==> src/rtl/bus_arbiter_if.sv <==
// BusItf: valid/ready request bus with 32-bit address and write data toward the slave
// and 32-bit read data back, one transfer per ready pulse.
interface BusItf;
    logic        valid;
    logic        ready;
    logic        wr;
    logic [31:0] addr;
    logic [31:0] dataM2S;
    logic [31:0] dataS2M;

    modport Master (output valid, output wr, output addr, output dataM2S,
                    input  ready, input  dataS2M);
    modport Slave  (input  valid, input  wr, input  addr, input  dataM2S,
                    output ready, output dataS2M);
endinterface

==> src/rtl/bus_arbiter.sv <==
// Round-robin arbiter between the data-cache (master 0) and instruction-cache (master 1) buses
// onto one memory bus. Optional grant timeout with err pulse: define ARB_TIMEOUT_EN.
module bus_arbiter #(
    parameter int unsigned P_TIMEOUT = 64
) (
    input  logic  clk,
    input  logic  rst,
    BusItf.Slave  bDataIf,
    BusItf.Slave  bInsIf,
    BusItf.Master bMemIf,
    output logic  err
);
    localparam int unsigned P_W_TCNT = $clog2(P_TIMEOUT + 1);

    typedef enum logic [1:0] {S_IDLE, S_GRANT, S_RESP} state_e;

    state_e state_q, state_d;
    logic   gnt_q, gnt_d;
    logic   prio_q, prio_d;
    logic   winner;
    logic   timeout;
    logic   grant_ready;
    logic [31:0] resp_data;

`ifdef ARB_TIMEOUT_EN
    logic [P_W_TCNT-1:0] tcnt_q, tcnt_d;
    logic                abort_q, abort_d;

    // tcnt_q counts completed grant cycles, so the abort lands on grant cycle P_TIMEOUT.
    always_comb begin
        timeout = (state_q == S_GRANT) && !bMemIf.ready
                  && (tcnt_q == P_W_TCNT'(P_TIMEOUT - 1));
    end
`else
    logic unused_cfg;

    always_comb begin
        timeout    = 1'b0;
        unused_cfg = (P_TIMEOUT > 0) && (P_W_TCNT > 0);
    end
`endif

    always_comb begin
        state_d = state_q;
        gnt_d   = gnt_q;
        prio_d  = prio_q;
        winner  = (bDataIf.valid && bInsIf.valid) ? prio_q : bInsIf.valid;
`ifdef ARB_TIMEOUT_EN
        tcnt_d  = tcnt_q;
        abort_d = 1'b0;
`endif
        case (state_q)
            S_IDLE, S_RESP: begin
                if (bDataIf.valid || bInsIf.valid) begin
                    gnt_d   = winner;
                    prio_d  = ~winner;
                    state_d = S_GRANT;
`ifdef ARB_TIMEOUT_EN
                    tcnt_d  = '0;
`endif
                end else begin
                    state_d = S_IDLE;
                end
            end
            S_GRANT: begin
                if (bMemIf.ready || timeout) begin
                    state_d = S_RESP;
`ifdef ARB_TIMEOUT_EN
                    abort_d = timeout;
`endif
                end
`ifdef ARB_TIMEOUT_EN
                else begin
                    tcnt_d = tcnt_q + P_W_TCNT'(1);
                end
`endif
            end
            default: state_d = S_IDLE;
        endcase
    end

    always_comb begin
        grant_ready = (state_q == S_GRANT) && (bMemIf.ready || timeout);
        resp_data   = '0;
        if (state_q == S_RESP) begin
`ifdef ARB_TIMEOUT_EN
            resp_data = abort_q ? 32'hDEAD_BEEF : bMemIf.dataS2M;
`else
            resp_data = bMemIf.dataS2M;
`endif
        end

        bMemIf.valid   = (state_q == S_GRANT) && !timeout;
        bMemIf.wr      = 1'b0;
        bMemIf.addr    = '0;
        bMemIf.dataM2S = '0;
        if (state_q == S_GRANT) begin
            bMemIf.wr      = gnt_q ? bInsIf.wr      : bDataIf.wr;
            bMemIf.addr    = gnt_q ? bInsIf.addr    : bDataIf.addr;
            bMemIf.dataM2S = gnt_q ? bInsIf.dataM2S : bDataIf.dataM2S;
        end

        bDataIf.ready   = grant_ready && !gnt_q;
        bInsIf.ready    = grant_ready &&  gnt_q;
        bDataIf.dataS2M = gnt_q ? '0 : resp_data;
        bInsIf.dataS2M  = gnt_q ? resp_data : '0;
        err             = timeout;
    end

    always_ff @(posedge clk or posedge rst) begin
        if (rst) begin
            state_q <= S_IDLE;
            gnt_q   <= 1'b0;
            prio_q  <= 1'b0;
`ifdef ARB_TIMEOUT_EN
            tcnt_q  <= '0;
            abort_q <= 1'b0;
`endif
        end else begin
            state_q <= state_d;
            gnt_q   <= gnt_d;
            prio_q  <= prio_d;
`ifdef ARB_TIMEOUT_EN
            tcnt_q  <= tcnt_d;
            abort_q <= abort_d;
`endif
        end
    end

    // A granted master must keep valid up until its ready; the grant is held regardless.
    a_valid_held: assert property (@(posedge clk) disable iff (rst)
        (state_q == S_GRANT) |-> (gnt_q ? bInsIf.valid : bDataIf.valid));

endmodule

==> src/flat_wrapper.sv <==
// flat-port wrapper written by rule: the top's interface ports become plain ports
module bus_arbiter_flat 
#(
    parameter int unsigned P_TIMEOUT = 64
)
  (clk, rst, err, bDataIf_valid, bDataIf_wr, bDataIf_addr, bDataIf_dataM2S, bDataIf_ready, bDataIf_dataS2M, bInsIf_valid, bInsIf_wr, bInsIf_addr, bInsIf_dataM2S, bInsIf_ready, bInsIf_dataS2M, bMemIf_valid, bMemIf_wr, bMemIf_addr, bMemIf_dataM2S, bMemIf_ready, bMemIf_dataS2M);
  BusItf bDataIf_i ();
  BusItf bInsIf_i ();
  BusItf bMemIf_i ();
  input  logic clk;
  input  logic rst;
  output logic err;
  input wire logic [$bits(bDataIf_i.valid)-1:0] bDataIf_valid;
  input wire logic [$bits(bDataIf_i.wr)-1:0] bDataIf_wr;
  input wire logic [$bits(bDataIf_i.addr)-1:0] bDataIf_addr;
  input wire logic [$bits(bDataIf_i.dataM2S)-1:0] bDataIf_dataM2S;
  output wire logic [$bits(bDataIf_i.ready)-1:0] bDataIf_ready;
  output wire logic [$bits(bDataIf_i.dataS2M)-1:0] bDataIf_dataS2M;
  input wire logic [$bits(bInsIf_i.valid)-1:0] bInsIf_valid;
  input wire logic [$bits(bInsIf_i.wr)-1:0] bInsIf_wr;
  input wire logic [$bits(bInsIf_i.addr)-1:0] bInsIf_addr;
  input wire logic [$bits(bInsIf_i.dataM2S)-1:0] bInsIf_dataM2S;
  output wire logic [$bits(bInsIf_i.ready)-1:0] bInsIf_ready;
  output wire logic [$bits(bInsIf_i.dataS2M)-1:0] bInsIf_dataS2M;
  output wire logic [$bits(bMemIf_i.valid)-1:0] bMemIf_valid;
  output wire logic [$bits(bMemIf_i.wr)-1:0] bMemIf_wr;
  output wire logic [$bits(bMemIf_i.addr)-1:0] bMemIf_addr;
  output wire logic [$bits(bMemIf_i.dataM2S)-1:0] bMemIf_dataM2S;
  input wire logic [$bits(bMemIf_i.ready)-1:0] bMemIf_ready;
  input wire logic [$bits(bMemIf_i.dataS2M)-1:0] bMemIf_dataS2M;
  assign bDataIf_i.valid = bDataIf_valid;
  assign bDataIf_i.wr = bDataIf_wr;
  assign bDataIf_i.addr = bDataIf_addr;
  assign bDataIf_i.dataM2S = bDataIf_dataM2S;
  assign bDataIf_ready = bDataIf_i.ready;
  assign bDataIf_dataS2M = bDataIf_i.dataS2M;
  assign bInsIf_i.valid = bInsIf_valid;
  assign bInsIf_i.wr = bInsIf_wr;
  assign bInsIf_i.addr = bInsIf_addr;
  assign bInsIf_i.dataM2S = bInsIf_dataM2S;
  assign bInsIf_ready = bInsIf_i.ready;
  assign bInsIf_dataS2M = bInsIf_i.dataS2M;
  assign bMemIf_valid = bMemIf_i.valid;
  assign bMemIf_wr = bMemIf_i.wr;
  assign bMemIf_addr = bMemIf_i.addr;
  assign bMemIf_dataM2S = bMemIf_i.dataM2S;
  assign bMemIf_i.ready = bMemIf_ready;
  assign bMemIf_i.dataS2M = bMemIf_dataS2M;
  bus_arbiter #(.P_TIMEOUT(P_TIMEOUT)) u_core (.clk(clk), .rst(rst), .bDataIf(bDataIf_i), .bInsIf(bInsIf_i), .bMemIf(bMemIf_i), .err(err));
endmodule
==> config.mk <==
export PLATFORM = sky130hd
export DESIGN_NAME = bus_arbiter_flat
export DESIGN_NICKNAME = d
export VERILOG_FILES = /design/src/rtl/bus_arbiter_if.sv /design/src/rtl/bus_arbiter.sv /design/src/flat_wrapper.sv
export SDC_FILE = /design/constraint.sdc
export NUM_CORES = 1
export LEC_CHECK = 0
export CORE_AREA = 2 2 116 118
export DETAILED_ROUTE_END_ITERATION = 16
export DIE_AREA = 0 0 118 120
export PLACE_DENSITY = 0.54
export SYNTH_ARGS = -nofsm -noshare
export SYNTH_HDL_FRONTEND = slang
export SYNTH_SLANG_ARGS = --single-unit
==> constraint.sdc <==
create_clock -name clk -period 1.8 [get_ports clk]
set_input_delay 0.54 -clock clk [delete_from_list [all_inputs] [get_ports clk]]
set_output_delay 0.54 -clock clk [all_outputs]
set_load 0.02 [all_outputs]
==> flow_metrics.py, run 1 <==
metrics = {
    "outcome": {
        "result_of_the_run": "finished with violations",
        "violations_in_the_final_reports": "setup timing",
    },
    "final_layout": {
        "leading_cell_type_in_the_layout_fill_and_taps_excluded": "sky130_fd_sc_hd__clkdlybuf4s50_1",
        "filler_cell_count": 1308,
        "finish.instance_area_um2": 5640,
        "antennaDiodeCount": 0,
        "ratio_of_cells_with_drive_above_1_in_the_final_layout_pct": 40.3,
        "ff_latch_area_um2": 104,
        "final_cell_mix": "sky130_fd_sc_hd__clkdlybuf4s50_1 (163), sky130_fd_sc_hd__buf_4 (77), sky130_fd_sc_hd__nor2_1 (73)",
        "final_nets": 754,
        "area_added_between_synthesis_and_finish_pct": 239,
        "footprint_of_the_multi_input_gates_um2": 1780,
    },
    "floorplan": {
        "design.die.area_um2": 14200,
        "die_x_um": 118,
        "coreArea_um2": 13000,
        "pin_count": 300,
        "floorplan.die.height_um": 120,
        "floorplan.rows": 42,
        "initial_core_util_pct": 12.8,
    },
    "route": {
        "wl_per_cell_um": 16.2,
        "route.vias.total": 3035,
        "route.detailed.vias_per_inst": 3.98,
        "drt_iter0_markers": 56,
        "firstDrtPassIters": 4,
        "ant_nets": 0,
        "drc_errors": 0,
        "postRouteWirelength_mm": 12.3,
    },
    "clock_network": {
        "tritoncts_clock_tree": "yes",
        "clock_tree.root_cell": "sky130_fd_sc_hd__clkbuf_16",
        "worst_setup_hold_path_clk_slew_ns": 0.03,
        "cts_made_buffers": 3,
        "cts.htree.levels": 1,
        "clock_insertion_delay_worst_skew_ns": 0.23,
        "cts_buffer_depth": 2,
        "cts.sink_count": 4,
        "postCtsHoldBufs": 0,
    },
    "placement": {
        "gp_congestion": 0.757,
        "place_hpwl_mm": 8.67,
        "placed_cell_area_um2": 4820,
        "portBuffers": 298,
        "pre_cts_ws_ns": -0.632,
    },
    "timing": {
        "maxSlewViolCount": 0,
        "rsz0062_at_grt": "true",
        "fmax_mhz": 481,
        "fin_ws_ns": -0.278,
        "clock_skew_ns": 0.00157,
        "fin_tns_setup_ns": -24.79,
        "timing_hold_violations_final": 0,
        "setup_viol_count_final": 132,
        "finalCritPeriodShare_pct": 115,
        "final.hold.worst_slack_ns": 0.503,
        "finalCriticalPeriod_ns": 2.08,
    },
    "setup_path": {
        "critical_path.reg2reg.startpoint": "u_core.state_q[0]",
        "worst-r2r-setup-slack_ns": 0.62,
        "cp_cell_sequence": "buf_8, buf_6, nand2b_4, clkbuf_16, nor2_1, buf_2",
        "critical_path.max_fanout": 8,
        "reg2reg_depth": 4,
        "critical_path.startpoint_type": "register",
        "critPathKind": "reg2out",
        "r2r_end": "u_core.state_q[0]",
        "worst_path_max_delay_cell": "sky130_fd_sc_hd__dfrtp_4",
        "timing.critical_path.slowest_cell_delay_ns": 0.49,
        "worstSetupEndpointType": "output pin",
        "required_time_reported_for_the_critical_path_endpoint_ns": 1.26,
        "worst-endpoint-arrival_ns": 1.54,
    },
    "synth": {
        "muxShareOfSynthArea_pct": 39.1,
        "ys_ff_latch": 4,
        "synth_top_area_cell": "sky130_fd_sc_hd__mux2i_1",
        "post_synth_xor_area_fraction_pct": 0,
        "synth.distinct_cells": 21,
        "ys_seq_area_share_pct": 6.02,
        "synth_area_per_inst_um2": 6.02,
        "synth.top_cell.area_share_pct": 39.1,
        "largest_family_of_logic_cells_by_synthesized_area": "simple AND/OR/NAND/NOR gates",
        "post_synth_inst_count": 276,
        "post_synth_instance_area_um2": 1660,
        "synth-compound-area-share_pct": 1.35,
        "synth_simple_gate_area_share_pct": 40.5,
        "adder_cell_area_share_of_the_yosys_netlist_pct": 0,
        "synth.net_count": 443,
        "synthesis.yosys.warnings": 0,
        "post_synth_main_area_contributors": "sky130_fd_sc_hd__mux2i_1 (39%), sky130_fd_sc_hd__nor2_1 (30%), sky130_fd_sc_hd__nand2_1 (7.4%), sky130_fd_sc_hd__buf_6 (6.1%), sky130_fd_sc_hd__dfrtp_1 (6.0%)",
    },
    "run": {
        "max-cap-violations": 0,
    },
    "pwr": {
        "cellPowerDensity_nw_per_um2": 1250,
        "static-leakage-power_nw": 2.49,
        "vdd.ir_drop.worst_mv": 0.572,
        "report.power.total_mw": 7.05,
    },
    "global_routing": {
        "grt_first_pass_wirelength_mm": 16.0,
        "vias_in_the_first_global_route": 2924,
        "grt_max_degree": 37,
        "grt_overflow_total": 0,
        "antenna_found_initial": 0,
        "gr-usage-all-layers_pct": 13.9,
    },
    "worst_hold_path": {
        "min_path_type": "in2async",
    },
}
-- cell usage after synthesis, drive strengths merged --
cell type	n
nor2	131
mux2i	65
nand2	33
buf	25
dfrtp	4
clkbuf	3
inv	3
nand2b	2
nor2b	2
a2bb2oi	1
and3	1
conb	1
nand3b	1
nor3	1
o21a	1
o22ai	1
or2	1
-- stage by stage --
step	util [%]	cells
after floorplan	-	276
after global placement	37.2	734
after detailed placement	37.2	734
after CTS	36.3	742
after global routing	43.4	762
final	43.4	762
-- area by class of cell --
| class | count | share of cell area (%) |
|---|---|---|
| Tap cell | 176 | 3.91 |
| Multi-Input combinational cell | 241 | 31.6 |
| Timing Repair Buffer | 334 | 61.1 |
| Inverter | 3 | 0.200 |
| Clock buffer | 4 | 1.40 |
| Sequential cell | 4 | 1.84 |
-- how the worst max path moves through the flow --
stage	startpoint	end	slack, ns	cells past startpoint
3_5_place_dp	bMemIf_ready	bDataIf_ready	-0.63	4
5_1_grt	u_core.gnt_q	bInsIf_dataS2M[29]	-0.31	6
2_1_floorplan	u_core.state_q[1]	bMemIf_addr[12]	-0.007	6
3_3_place_gp	bMemIf_ready	bDataIf_ready	-0.66	4
4_1_cts	u_core.gnt_q	bMemIf_dataM2S[19]	-0.29	4
6_report	u_core.gnt_q	bInsIf_dataS2M[29]	-0.28	6
-- timing repair --
item / in CTS / in global routing
pin swaps: 2 / 31
buffers inserted: 2 / 9
cloned: 2 / 11
endpoints found under the setup margin: 132 / 132
resized for setup: 499 / 317
-- where the power goes --
part / internal [mW] / switching [mW] / total [mW]
logic: 3.09 / 3.41 / 6.50
clock network: 0.293 / 0.0675 / 0.360
registers: 0.139 / 0.0463 / 0.185
total: 3.53 / 3.52 / 7.05
-- cells by family after synthesis --
| family | count (synthesis) |
|---|---|
| multiplexers | 65 |
| other | 1 |
| buffers and inverters | 31 |
| flip-flops | 4 |
| AO/OA/AOI/OAI | 3 |
| AND/OR/NAND/NOR | 172 |
-- flip-flops by register name, indices dropped and copies added, names as in the netlist --
signal,flops
u_core.gnt_q,1
u_core.state_q,2
u_core.prio_q,1
-- layer usage --
metal | track usage, % | part of all wire, % | vias up
met2 | 27.7 | 55 | 138
li1 | - | - | 1499
met1 | 14.8 | 37 | 1392
met4 | 1.58 | 0.53 | 0
met5 | 0 | 0 | -
met3 | 3.80 | 6.5 | 6
-- critical path, delay by kind of cell (launching register included) --
| kind | cells | cell delay (ns) |
|---|---|---|
| flip-flops | 1 | 0.49 |
| AND/OR/NAND/NOR | 2 | 0.20 |
| buffers and inverters | 4 | 0.62 |
Note: power is estimated with default switching activity, not from simulation.
==> inputs of run 2 (changes only) <==
==> constraint.sdc (replaced) <==
create_clock -name clk -period 2 [get_ports clk]
set_input_delay 0.6 -clock clk [delete_from_list [all_inputs] [get_ports clk]]
set_output_delay 0.6 -clock clk [all_outputs]
set_load 0.02 [all_outputs]
==> run 2 against run 1 <==
Net effect:
- the run still ends with setup timing left
- sequential power rose by 3%
- cell area fell by 1.4%
- core utilization shrank 0.62 points
- flip-flop and latch count unchanged
- sequential share of layout area hardly changed
- die area is the same
- routed wire length is 6.3% lower
- via count about the same
- clock-buffer cell count stayed put
- critical endpoint is now bMemIf_dataM2S[4]
==> flow_metrics.py, run 2 (synthesis results as in run 1) <==
metrics = {
    "final_layout": {
        "final_nets": 748,
        "footprint_of_the_multi_input_gates_um2": 1770,
        "ff_latch_area_um2": 104,
        "registers.top_by_ff_count": "u_core.state_q",
        "ratio_of_cells_with_drive_above_1_in_the_final_layout_pct": 42.8,
        "final_cell_mix": "sky130_fd_sc_hd__clkdlybuf4s50_1 (134), sky130_fd_sc_hd__buf_4 (94), sky130_fd_sc_hd__nor2_1 (87)",
        "antennaDiodeCount": 0,
        "leading_cell_type_in_the_layout_fill_and_taps_excluded": "sky130_fd_sc_hd__clkdlybuf4s50_1",
        "area_added_between_synthesis_and_finish_pct": 234,
        "filler_cell_count": 1344,
        "post-route-util_pct": 42.8,
        "number_of_flip_flops_under_the_largest_register_name": 2,
        "finish.instance_area_um2": 5560,
        "reg.largest.list": "u_core.state_q x2, u_core.gnt_q x1, u_core.prio_q x1",
    },
    "clock_network": {
        "worst_setup_hold_path_clk_slew_ns": 0.03,
        "cts.sink_count": 4,
        "cts_made_buffers": 3,
        "tritoncts_clock_tree": "yes",
        "clock_insertion_delay_worst_skew_ns": 0.23,
        "cts.htree.levels": 1,
        "cts_buffer_depth": 2,
        "clock_tree.root_cell": "sky130_fd_sc_hd__clkbuf_16",
    },
    "floorplan": {
        "initial_core_util_pct": 12.8,
        "pin_count": 300,
        "die_x_um": 118,
        "floorplan.die.height_um": 120,
        "coreArea_um2": 13000,
        "floorplan.rows": 42,
        "design.die.area_um2": 14200,
    },
    "pwr": {
        "static-leakage-power_nw": 2.65,
        "report.power.total_mw": 6.02,
        "vdd.ir_drop.worst_mv": 0.626,
        "cellPowerDensity_nw_per_um2": 1080,
    },
    "timing": {
        "finalCritPeriodShare_pct": 107,
        "finalCriticalPeriod_ns": 2.13,
        "rsz0062_at_grt": "true",
        "fin_tns_setup_ns": -5.48,
        "timing_hold_violations_final": 0,
        "clock_skew_ns": 0.00287,
        "setup_viol_count_final": 98,
        "fmax_mhz": 468,
        "fin_ws_ns": -0.135,
        "maxSlewViolCount": 0,
    },
    "run": {
        "max-cap-violations": 0,
    },
    "outcome": {
        "result_of_the_run": "finished with violations",
        "violations_in_the_final_reports": "setup timing",
    },
    "global_routing": {
        "groute.layer.met2.usage_pct": 26.4,
        "grt_overflow_total": 0,
        "grt_first_pass_wirelength_mm": 15.5,
        "grt_max_degree": 35,
        "grt.busiest_layer": "met2",
        "vias_in_the_first_global_route": 2958,
        "grt.met1_usage_pct": 14.5,
        "met3_track_usage_gr_pct": 3.47,
        "antenna_found_initial": 0,
        "gr-usage-all-layers_pct": 13.5,
    },
    "route": {
        "firstDrtPassIters": 5,
        "postRouteWirelength_mm": 11.6,
        "ant_nets": 0,
        "route.vias.total": 3036,
        "route.detailed.vias_per_inst": 4.02,
        "drc_errors": 0,
        "wl_per_cell_um": 15.3,
        "drt_iter0_markers": 51,
    },
    "setup_path": {
        "critical_path.max_fanout": 7,
        "worst_path_max_delay_cell": "sky130_fd_sc_hd__dfrtp_4",
        "required_time_reported_for_the_critical_path_endpoint_ns": 1.40,
        "cp_cell_sequence": "buf_12, buf_8, mux2i_2, nor2_1, buf_4",
        "timing.critical_path.slowest_cell_delay_ns": 0.54,
        "critPathKind": "reg2out",
        "worst-endpoint-arrival_ns": 1.53,
        "critical_path.startpoint_type": "register",
        "worstSetupEndpointType": "output pin",
    },
    "placement": {
        "portBuffers": 298,
        "pre_cts_ws_ns": -0.577,
        "gp_congestion": 0.791,
        "placed_cell_area_um2": 4960,
        "place_hpwl_mm": 8.67,
    },
    "worst_hold_path": {
        "min_path_type": "reg2reg",
    },
}
run 2: cell types whose count changed in the layout (fill, tap and decap cells not counted), moves of 5 or more:
cell | before | now
sky130_fd_sc_hd__nand2_1 | 33 | 3
sky130_fd_sc_hd__nand2_2 | 0 | 30
sky130_fd_sc_hd__clkdlybuf4s50_1 | 163 | 134
sky130_fd_sc_hd__dlymetal6s2s_1 | 0 | 23
sky130_fd_sc_hd__buf_6 | 64 | 46
sky130_fd_sc_hd__buf_4 | 77 | 94
sky130_fd_sc_hd__nor2_4 | 52 | 37
sky130_fd_sc_hd__nor2_1 | 73 | 87
sky130_fd_sc_hd__buf_2 | 8 | 0
sky130_fd_sc_hd__dlygate4sd2_1 | 3 | 10
sky130_fd_sc_hd__mux2i_1 | 64 | 58
sky130_fd_sc_hd__buf_12 | 6 | 11
run 2: critical path: cells and delay by family, from the launching register on:
kind                   cells  cell delay [ns]
buffers and inverters      3             0.48
multiplexers               1             0.14
flip-flops                 1             0.54
AND/OR/NAND/NOR            1             0.13
run 2: where the power goes:
group	internal [mW]	switching [mW]
registers	0.125	0.0647
clock network	0.264	0.0624
logic	2.66	2.85
run 2: area by class of cell:
| type | count | share of cell area, % |
|---|---|---|
| Timing Repair Buffer | 328 | 60.8 |
| Inverter | 3 | 0.203 |
| Sequential cell | 4 | 1.87 |
| Tap cell | 176 | 3.96 |
| Clock buffer | 4 | 1.42 |
| Multi-Input combinational cell | 241 | 31.8 |
run 2: worst paths after layout:
check | from | endpoint | slack [ns] | cells past startpoint
worst min register to register | u_core.prio_q | u_core.prio_q | 0.52 | 1
worst max register to register | u_core.gnt_q | u_core.gnt_q | 1.02 | 2
worst min-delay path | u_core.prio_q | u_core.prio_q | 0.52 | 1
min in group asynchronous | rst | u_core.gnt_q | 0.56 | 2
max in group asynchronous | rst | u_core.gnt_q | 1.28 | 2
worst max-delay path | u_core.gnt_q | bMemIf_dataM2S[4] | -0.13 | 5
run 2: stage by stage:
step	hold slack, ns	instances
2_1_floorplan	0.366	276
3_3_place_gp	0.500	745
3_5_place_dp	0.515	745
4_1_cts	0.522	751
5_1_grt	0.566	756
6_report	0.515	756
run 2: layer usage:
metal / up-vias / share of wire, %
li1: 1489 / -
met5: - / 0
met4: 0 / 1.8
met1: 1370 / 36
met2: 161 / 55
met3: 16 / 7.2
run 2: what timing repair did:
item / 4_1_cts / 5_1_grt
gates resized for setup: 636 / 216
pin swaps: 7 / 86
endpoints found under the setup margin: 132 / 129
setup buffers: 0 / 0
cloned: 2 / 5
hold buffers: 0 / 0
